### src/rtl/beat_detector_nch.sv
// Multi-channel beat detector: rectify, peak-pick, quantise,
// then a holdoff/re-arm FSM gates a one-cycle beat pulse.
module beat_detector_nch #(
  parameter int NCH         = 3,
  parameter int DATA_W      = 16,
  parameter int TH1         = 150,
  parameter int TH2         = 370,
  parameter int TH3         = 832,
  parameter int HOLDOFF_CYC = 4,
  parameter int CNT_W       = 8,
  localparam int CH_W       = (NCH > 1) ? $clog2(NCH) : 1
) (
  input  logic                  clk,
  input  logic                  rst,
  input  logic                  sample_valid,
  input  logic [NCH*DATA_W-1:0] sample_data,
  input  logic [NCH-1:0]        chan_mask,
  output logic                  beat_en,
  output logic [1:0]            beat_intensity,
  output logic [CH_W-1:0]       beat_channel,
  output logic [CNT_W-1:0]      beat_count,
  output logic                  busy
);

  localparam int HO_W = (HOLDOFF_CYC > 1) ? $clog2(HOLDOFF_CYC) : 1;

  localparam logic [DATA_W-1:0] T1 = DATA_W'(TH1);
  localparam logic [DATA_W-1:0] T2 = DATA_W'(TH2);
  localparam logic [DATA_W-1:0] T3 = DATA_W'(TH3);
  localparam logic [DATA_W-1:0] MAG_MAX =
    {1'b0, {(DATA_W-1){1'b1}}};
  localparam logic [HO_W-1:0] HO_LOAD = HO_W'(HOLDOFF_CYC - 1);

  typedef enum logic [1:0] {
    ARMED,
    HOLDOFF,
    WAIT_QUIET
  } state_t;

  state_t state, state_n;

  logic [DATA_W-1:0] mag_d [NCH];
  logic [DATA_W-1:0] mag_q [NCH];
  logic              s1_valid;

  logic [DATA_W-1:0] smp;
  logic [DATA_W-1:0] neg;

  logic [DATA_W-1:0] peak;
  logic [CH_W-1:0]   win;
  logic [1:0]        level;

  logic [HO_W-1:0]   cnt, cnt_n;
  logic              fire;

  // Rectify each channel; the most-negative code saturates.
  always_comb begin
    smp = '0;
    neg = '0;
    for (int i = 0; i < NCH; i++) begin
      smp = sample_data[i*DATA_W +: DATA_W];
      neg = ~smp + DATA_W'(1);
      if (!chan_mask[i])
        mag_d[i] = '0;
      else if (!smp[DATA_W-1])
        mag_d[i] = smp;
      else if (neg[DATA_W-1])
        mag_d[i] = MAG_MAX;
      else
        mag_d[i] = neg;
    end
  end

  // Stage 1 register: magnitudes and their valid flag.
  always_ff @(posedge clk) begin
    if (!rst) begin
      s1_valid <= 1'b0;
      for (int i = 0; i < NCH; i++)
        mag_q[i] <= '0;
    end else begin
      s1_valid <= sample_valid;
      if (sample_valid) begin
        for (int i = 0; i < NCH; i++)
          mag_q[i] <= mag_d[i];
      end
    end
  end

  // Peak pick with lowest-index tie break, then quantise.
  always_comb begin
    peak = '0;
    win  = '0;
    for (int i = 0; i < NCH; i++) begin
      if (mag_q[i] > peak) begin
        peak = mag_q[i];
        win  = CH_W'(i);
      end
    end
    if (peak >= T3)
      level = 2'd3;
    else if (peak >= T2)
      level = 2'd2;
    else if (peak >= T1)
      level = 2'd1;
    else
      level = 2'd0;
  end

  // Next-state logic for the holdoff/re-arm machine.
  always_comb begin
    state_n = state;
    cnt_n   = cnt;
    fire    = 1'b0;
    unique case (state)
      ARMED: begin
        if (s1_valid && level != 2'd0) begin
          fire    = 1'b1;
          cnt_n   = HO_LOAD;
          state_n = HOLDOFF;
        end
      end
      HOLDOFF: begin
        if (cnt == '0)
          state_n = WAIT_QUIET;
        else
          cnt_n = cnt - HO_W'(1);
      end
      WAIT_QUIET: begin
        if (s1_valid && level == 2'd0)
          state_n = ARMED;
      end
      default: begin
        state_n = ARMED;
      end
    endcase
  end

  // State register and registered beat outputs.
  always_ff @(posedge clk) begin
    if (!rst) begin
      state          <= ARMED;
      cnt            <= '0;
      beat_en        <= 1'b0;
      beat_intensity <= 2'd0;
      beat_channel   <= '0;
      beat_count     <= '0;
      busy           <= 1'b0;
    end else begin
      state   <= state_n;
      cnt     <= cnt_n;
      beat_en <= fire;
      busy    <= (state_n != ARMED);
      if (fire) begin
        beat_intensity <= level;
        beat_channel   <= win;
        beat_count     <= beat_count + CNT_W'(1);
      end
    end
  end

endmodule

### config.mk
export PLATFORM = sky130hd
export DESIGN_NAME = beat_detector_nch
export DESIGN_NICKNAME = d
export VERILOG_FILES = /design/src/rtl/beat_detector_nch.sv
export SDC_FILE = /design/constraint.sdc
export NUM_CORES = 1
export LEC_CHECK = 0
export BUFFER_PORTS_ARGS = -buffer_cell sky130_fd_sc_hd__buf_2
export CAP_MARGIN = 20
export CORE_MARGIN = 4
export CORE_UTILIZATION = 55
export DETAILED_ROUTE_END_ITERATION = 10
export GPL_TIMING_DRIVEN = 1
export PLACE_DENSITY = 0.78
export SYNTH_ARGS = -nofsm -noshare
export SYNTH_HDL_FRONTEND = slang
export SYNTH_SLANG_ARGS = --single-unit
### constraint.sdc
create_clock -name clk -period 5.79 [get_ports clk]
set_clock_uncertainty 0.1 [all_clocks]
set_input_delay 0.579 -clock clk [delete_from_list [all_inputs] [get_ports clk]]
set_output_delay 0.579 -clock clk [all_outputs]
set_load 0.01 [all_outputs]
* After elaboration in Yosys (flattened, before gate mapping)
Memory sizes are Yosys's and may differ from the RTL's.
Index checks and enable logic that the tools add are counted.
** Operators by class
- Add/subtract/negate cells :: 5
- $lt $le $gt $ge :: 6
- Equal/unequal tests :: 4
- Mux-type cells :: 33
- Bitwise operators :: 6
- Reduce and logical (&&, ||, !) cells :: 9
** Operators with widths (number)
- 2-to-1 mux 15 bit :: 12
- adder 16 x 1 -> 16 bit (second input constant) :: 3
- 2-to-1 mux 16 bit :: 3
- NOT 16 bit :: 3
- > comparator 16 bit :: 2
- >= comparator 16 x 10 -> 1 bit (second input constant) :: 1
- >= comparator 16 x 8 -> 1 bit (second input constant) :: 1
- >= comparator 16 x 9 -> 1 bit (second input constant) :: 1
- > comparator 16 x 1 -> 1 bit (second input constant) :: 1
- 2-to-1 mux 2 bit :: 8
- adder 8 x 1 -> 8 bit (second input constant) :: 1
- 2-to-1 mux 1 bit :: 8
- logical NOT 2 bit :: 3
- one-hot mux 2 bit (3 select lines) :: 1
- nonzero test 2 bit :: 3
- inequality test 2 bit (second input constant) :: 2
- one-hot mux 2 bit (2 select lines) :: 1
- bitwise OR 1 bit :: 3
- AND reduction 3 bit :: 1
- equality test 2 x 1 -> 1 bit (second input constant) :: 1
- equality test 2 bit (second input constant) :: 1
- logical AND 1 bit :: 2
- subtractor 2 x 1 -> 2 bit (second input constant) :: 1
** Word-level totals
- Flip-flop bits (word level) :: 19
- Bits in writable memories :: 45
- Output and inout bits :: 14
- Logic and storage cells :: 72
- Memories :: 1
** Memories
- mag_q :: words 3, width 15, rd ports 3, clocked after Yosys merged registers in 0, write ports 3, RTL line 43 : logic [DATA_W-1:0] mag_q [NCH];

* Logic depth before layout (Yosys ltp)
An unclocked memory read counts as a cell.
- Depth after elaboration :: 16
- Depth in mapped cells :: 22

* Least setup slack after synthesis
Ideal clock, no wire load.
- Kind :: register -> register
- Start point :: memory mag_q[0][30] (netlist bit)
- End point :: register beat_channel[0]
- Library setup time :: 0.070 ns
- Arrival :: 4.473 ns
- Required time :: 5.620 ns
- Setup slack :: 1.147 ns
- Stages on the path, launching flop included :: 21
- Clock period less this slack :: 4.643 ns
- Cell sequence :: edfxtp_1 > ha_1 > nand3_1 > or4_1 > a21oi_1 > o31a_1 > buf_6 > clkbuf_1 > clkbuf_1 > a21oi_1 > ha_1 > nand4_1 > or3_1 > or2_0 > o31a_1 > buf_2 > a41oi_2 > o21ai_2 > buf_6 > or3b_1 > a21oi_1
** RTL lines
- start, declared :: RTL line 43
- end signal, assigned :: RTL line 155 : beat_channel <= win;
- end, declared :: RTL line 20 : output logic [CH_W-1:0] beat_channel,

==> out/results.tsv <==
stage	metric	value	unit
clock_network	CTS Root Buffer Type	clkbuf_8	
yosys	Seq/Total Area, Yosys	39.0	%
clock_network	post-CTS setup buffers	0	
worst_setup_path	CP cell instances	ha_1 > nand3_1 > or4_1 > a21oi_1 > o31a_1 > a21oi_1 > ha_1 > nand4_1 > or3_1 > or2_0 > o31a_1 > a41oi_2 > o21ai_2 > or4_1 > a21oi_1	
global_route	first-pass GRT wire length	16300	um
floorplan	die footprint	9570	um2
global_route	vias in the first global route	3623	
job	Max-cap violations	0	
worst_setup_path	Worst Path Arrival	5.31	ns
timing	min cycle time layout	5.14	ns
drt	DRC	0	
finish	filler instances	669	
finish	most frequent cells in the layout	a21oi_1 (82), buf_2 (67), edfxtp_1 (45), nor2_1 (35), ha_1 (35)	
worst_setup_path	crit path capture type	flip-flop	
global_route	antenna violations before repair	0	
worst_setup_path	slowest CP cell	o31a_1	
min_path	min-delay src	beat_channel[0]$_SDFFE_PN0P_	
floorplan	IO Pins	68	
worst_setup_path	peak fanout along the critical path	24	
yosys	unique cell type count in the Yosys netlist	50	
place	DP HPWL	7650	um
worst_setup_path	type of origin of the critical path	flip-flop	
drt	first drt pass iteration count	5	
worst_setup_path	most used cell, CP	a21oi_1	
finish	commonest non-fill, non-tap cell in the layout	a21oi_1	
clock_network	Post-CTS Resized	0	
clock_network	TritonCTS Buffers	9	
place	Port Buf Inserts	67	
power	P_leak	0.00210	uW
timing	Max Clk Rate	195	MHz
timing	Finish-stage setup viols	0	
yosys	post-synthesis cell area	4440	um2
power	Power Total	1190	uW
yosys	Seq cells post-synth	64	
drt	Routed Antenna Nets	0	
drt	routed len/inst	14.9	um
power	power per cell area	236	nW/um2
finish	nets	644	
timing	Rel. slew slack	47.4	%
floorplan	Initial Util	57.1	%
min_path	hold-critical path depth	2	
worst_setup_path	cell family with most CP delay	simple AND/OR/NAND/NOR gates	
clock_network	clock slew at reported path FFs	0.08	ns
yosys	Avg Inst Size Synth	9.00	um2
clock_network	H-Tree Depth	3	
worst_setup_path	FF-to-FF Start	mag_q[0][29]$_SDFFCE_PN0P_	
clock_network	hold_buf cts	0	
yosys	number of flops mapped to enable cells by yosys	45	
global_route	largest net degree at the start of global routing	46	
floorplan	core footprint	7770	um2
yosys	FFs w/ async S/R, synth	0	%
finish	# diodes	0	
drt	1st-iter DRT viols	275	
timing	Slew @ Worst Pin	0.788	ns
place	Routability Congestion	0.897	
min_path	Hold EP	beat_channel[0]$_SDFFE_PN0P_	
drt	total number of vias	3850	
status	status	finished clean	
floorplan	chip height	97.8	um
clock_network	clk sinks	64	
clock_network	worst skew pair latency	0.34	ns
worst_setup_path	reg2reg path depth	15	
power	worst vdd rail ir drop	128	uV
timing	fin crit share	88.8	%
finish	share of layout cells above drive strength 1	16.4	%
worst_setup_path	Worst Path Required	5.96	ns
yosys	Post-synth top flop	edfxtp_1	
worst_setup_path	flop-to-flop setup slack	0.65	ns
global_route	total track usage	21.0	%
drt	WL final	9870	um
worst_setup_path	Max stage delay on crit path	0.65	ns
timing	Setup TNS Final	0	ns
global_route	GRT overflow	0	
global_route	grt met1 use	27.0	%
worst_setup_path	Critical Setup Path Class	reg -> reg	
worst_setup_path	Crit path buffers/inverters	0	
yosys	Synth Instances	493	
timing	Fin. Hold Viols	0	
global_route	met3 global-route usage	4.93	%
timing	Final Max Slew Viols	0	
timing	RSZ-0062 raised after global routing	false	
clock_network	CTS tree	built	
min_path	Worst Hold Class	reg -> reg	
yosys	Syn Nets	582	
finish	FF/Latch Area	1730	um2
floorplan	site row count	32	
worst_setup_path	reg-to-reg critical path endpoint	beat_count[6]$_SDFFE_PN0P_	
global_route	most used routing layer	met2	
clock_network	deepest clock path buffer count	2	
finish	area of the multi-input gates	2500	um2
global_route	routing usage on met2	34.6	%
finish	area grow syn2layout	13.2	%
drt	Vias/cell	5.82	
yosys	Yosys warning count	0	
floorplan	Die X	97.8	um
[metrics by stage]
stage	hold slack (ns)	utilization, %	instance area [um2]	cells	setup WS (ns)
6_report	0.361	64.7	5020	662	0.651
2_1_floorplan	0.376	-	4440	493	1.15
4_1_cts	0.362	64.4	5000	661	0.700
3_5_place_dp	0.352	62.1	4830	645	0.747
5_1_grt	0.379	64.7	5020	662	0.334
3_3_place_gp	0.349	62.1	4830	645	0.880
[cell usage after synthesis, types with 2 or more instances]
cell type,number,area [um2]
dfxtp_1,19,380
a311oi_1,3,26.3
o31ai_1,8,60.1
nor2_1,35,131
nor3_1,11,55.1
o41ai_1,7,61.3
ha_1,35,438
nor2b_1,9,56.3
or4_1,9,67.6
nand2_1,34,128
edfxtp_1,45,1350
a211oi_1,4,30.0
or2_2,2,12.5
o211ai_1,6,45.0
nand3_1,13,65.1
nor3b_1,2,15.0
o31a_1,2,17.5
a32o_1,2,20.0
a21o_1,5,37.5
buf_2,3,15.0
mux2i_1,4,40.0
xnor2_1,7,61.3
o21a_1,2,15.0
a21oi_1,82,410
nand2b_1,3,18.8
buf_6,2,22.5
clkbuf_1,14,52.6
o21ai_0,20,100
or2_0,2,12.5
a211o_1,2,17.5
or3_1,15,93.8
inv_1,31,116
nand4_1,8,50.1
xor2_1,30,263
and2_1,2,12.5
[area by class of cell]
cell class | instances | area share, %
Multi-Input combinational cell | 379 | 49.8
Sequential cell | 64 | 34.5
Timing Repair Buffer | 70 | 7.37
Clock buffer | 12 | 3.09
Tap cell | 102 | 2.54
Inverter | 31 | 2.32
Clock inverter | 4 | 0.399
[worst max path at each step]
stage | cells past startpoint | from | slack, ns | endpoint
floorplan | 20 | mag_q[0][30]$_SDFFCE_PN0P_ | 1.15 | beat_channel[0]$_SDFFE_PN0P_
global placement | 15 | mag_q[0][24]$_SDFFCE_PN0P_ | 0.88 | beat_count[6]$_SDFFE_PN0P_
detailed placement | 15 | mag_q[0][30]$_SDFFCE_PN0P_ | 0.75 | beat_count[6]$_SDFFE_PN0P_
CTS | 15 | mag_q[0][29]$_SDFFCE_PN0P_ | 0.70 | beat_count[6]$_SDFFE_PN0P_
global route | 15 | mag_q[0][30]$_SDFFCE_PN0P_ | 0.33 | beat_count[6]$_SDFFE_PN0P_
finish | 15 | mag_q[0][29]$_SDFFCE_PN0P_ | 0.65 | beat_count[6]$_SDFFE_PN0P_
[tightest hold or removal path, cell delays in order (launching register included)]
cell     delay (ns)
dfxtp_1        0.31
nand2_1        0.06
a21oi_1        0.05
[sequential cells by signal, indices dropped and copies added (netlist names)]
| signal | flops |
|---|---|
| beat_en | 1 |
| s1_valid | 1 |
| beat_intensity | 2 |
| beat_count | 8 |
| mag_q | 45 |
| busy | 1 |
| cnt | 2 |
| beat_channel | 2 |
| state | 2 |
[per-layer routing]
metal  routed length [um]  vias to the layer above  part of all wire, %
met2                 4690                      113                   48
met4                  273                        0                  2.8
met3                  623                       21                  6.3
li1                     -                     1952                    -
met5                    0                        -                    0
met1                 4280                     1764                   43
[power by group]
group,internal (uW),switching (uW)
Sequential,526,29.3
Combinational,122,167
Clock,176,167
[cells by family after synthesis]
group,Yosys count,share of synthesized area [%]
and+or+nand+nor,149,16.9
adders and majority gates,35,9.87
AOI/OAI and AO/OA,153,21.0
DFF,64,39.0
xor gates and xnor gates,37,7.30
buffers and inverters,50,4.65
muxes,5,1.16
No activity file was read; power rests on OpenSTA's default activity.
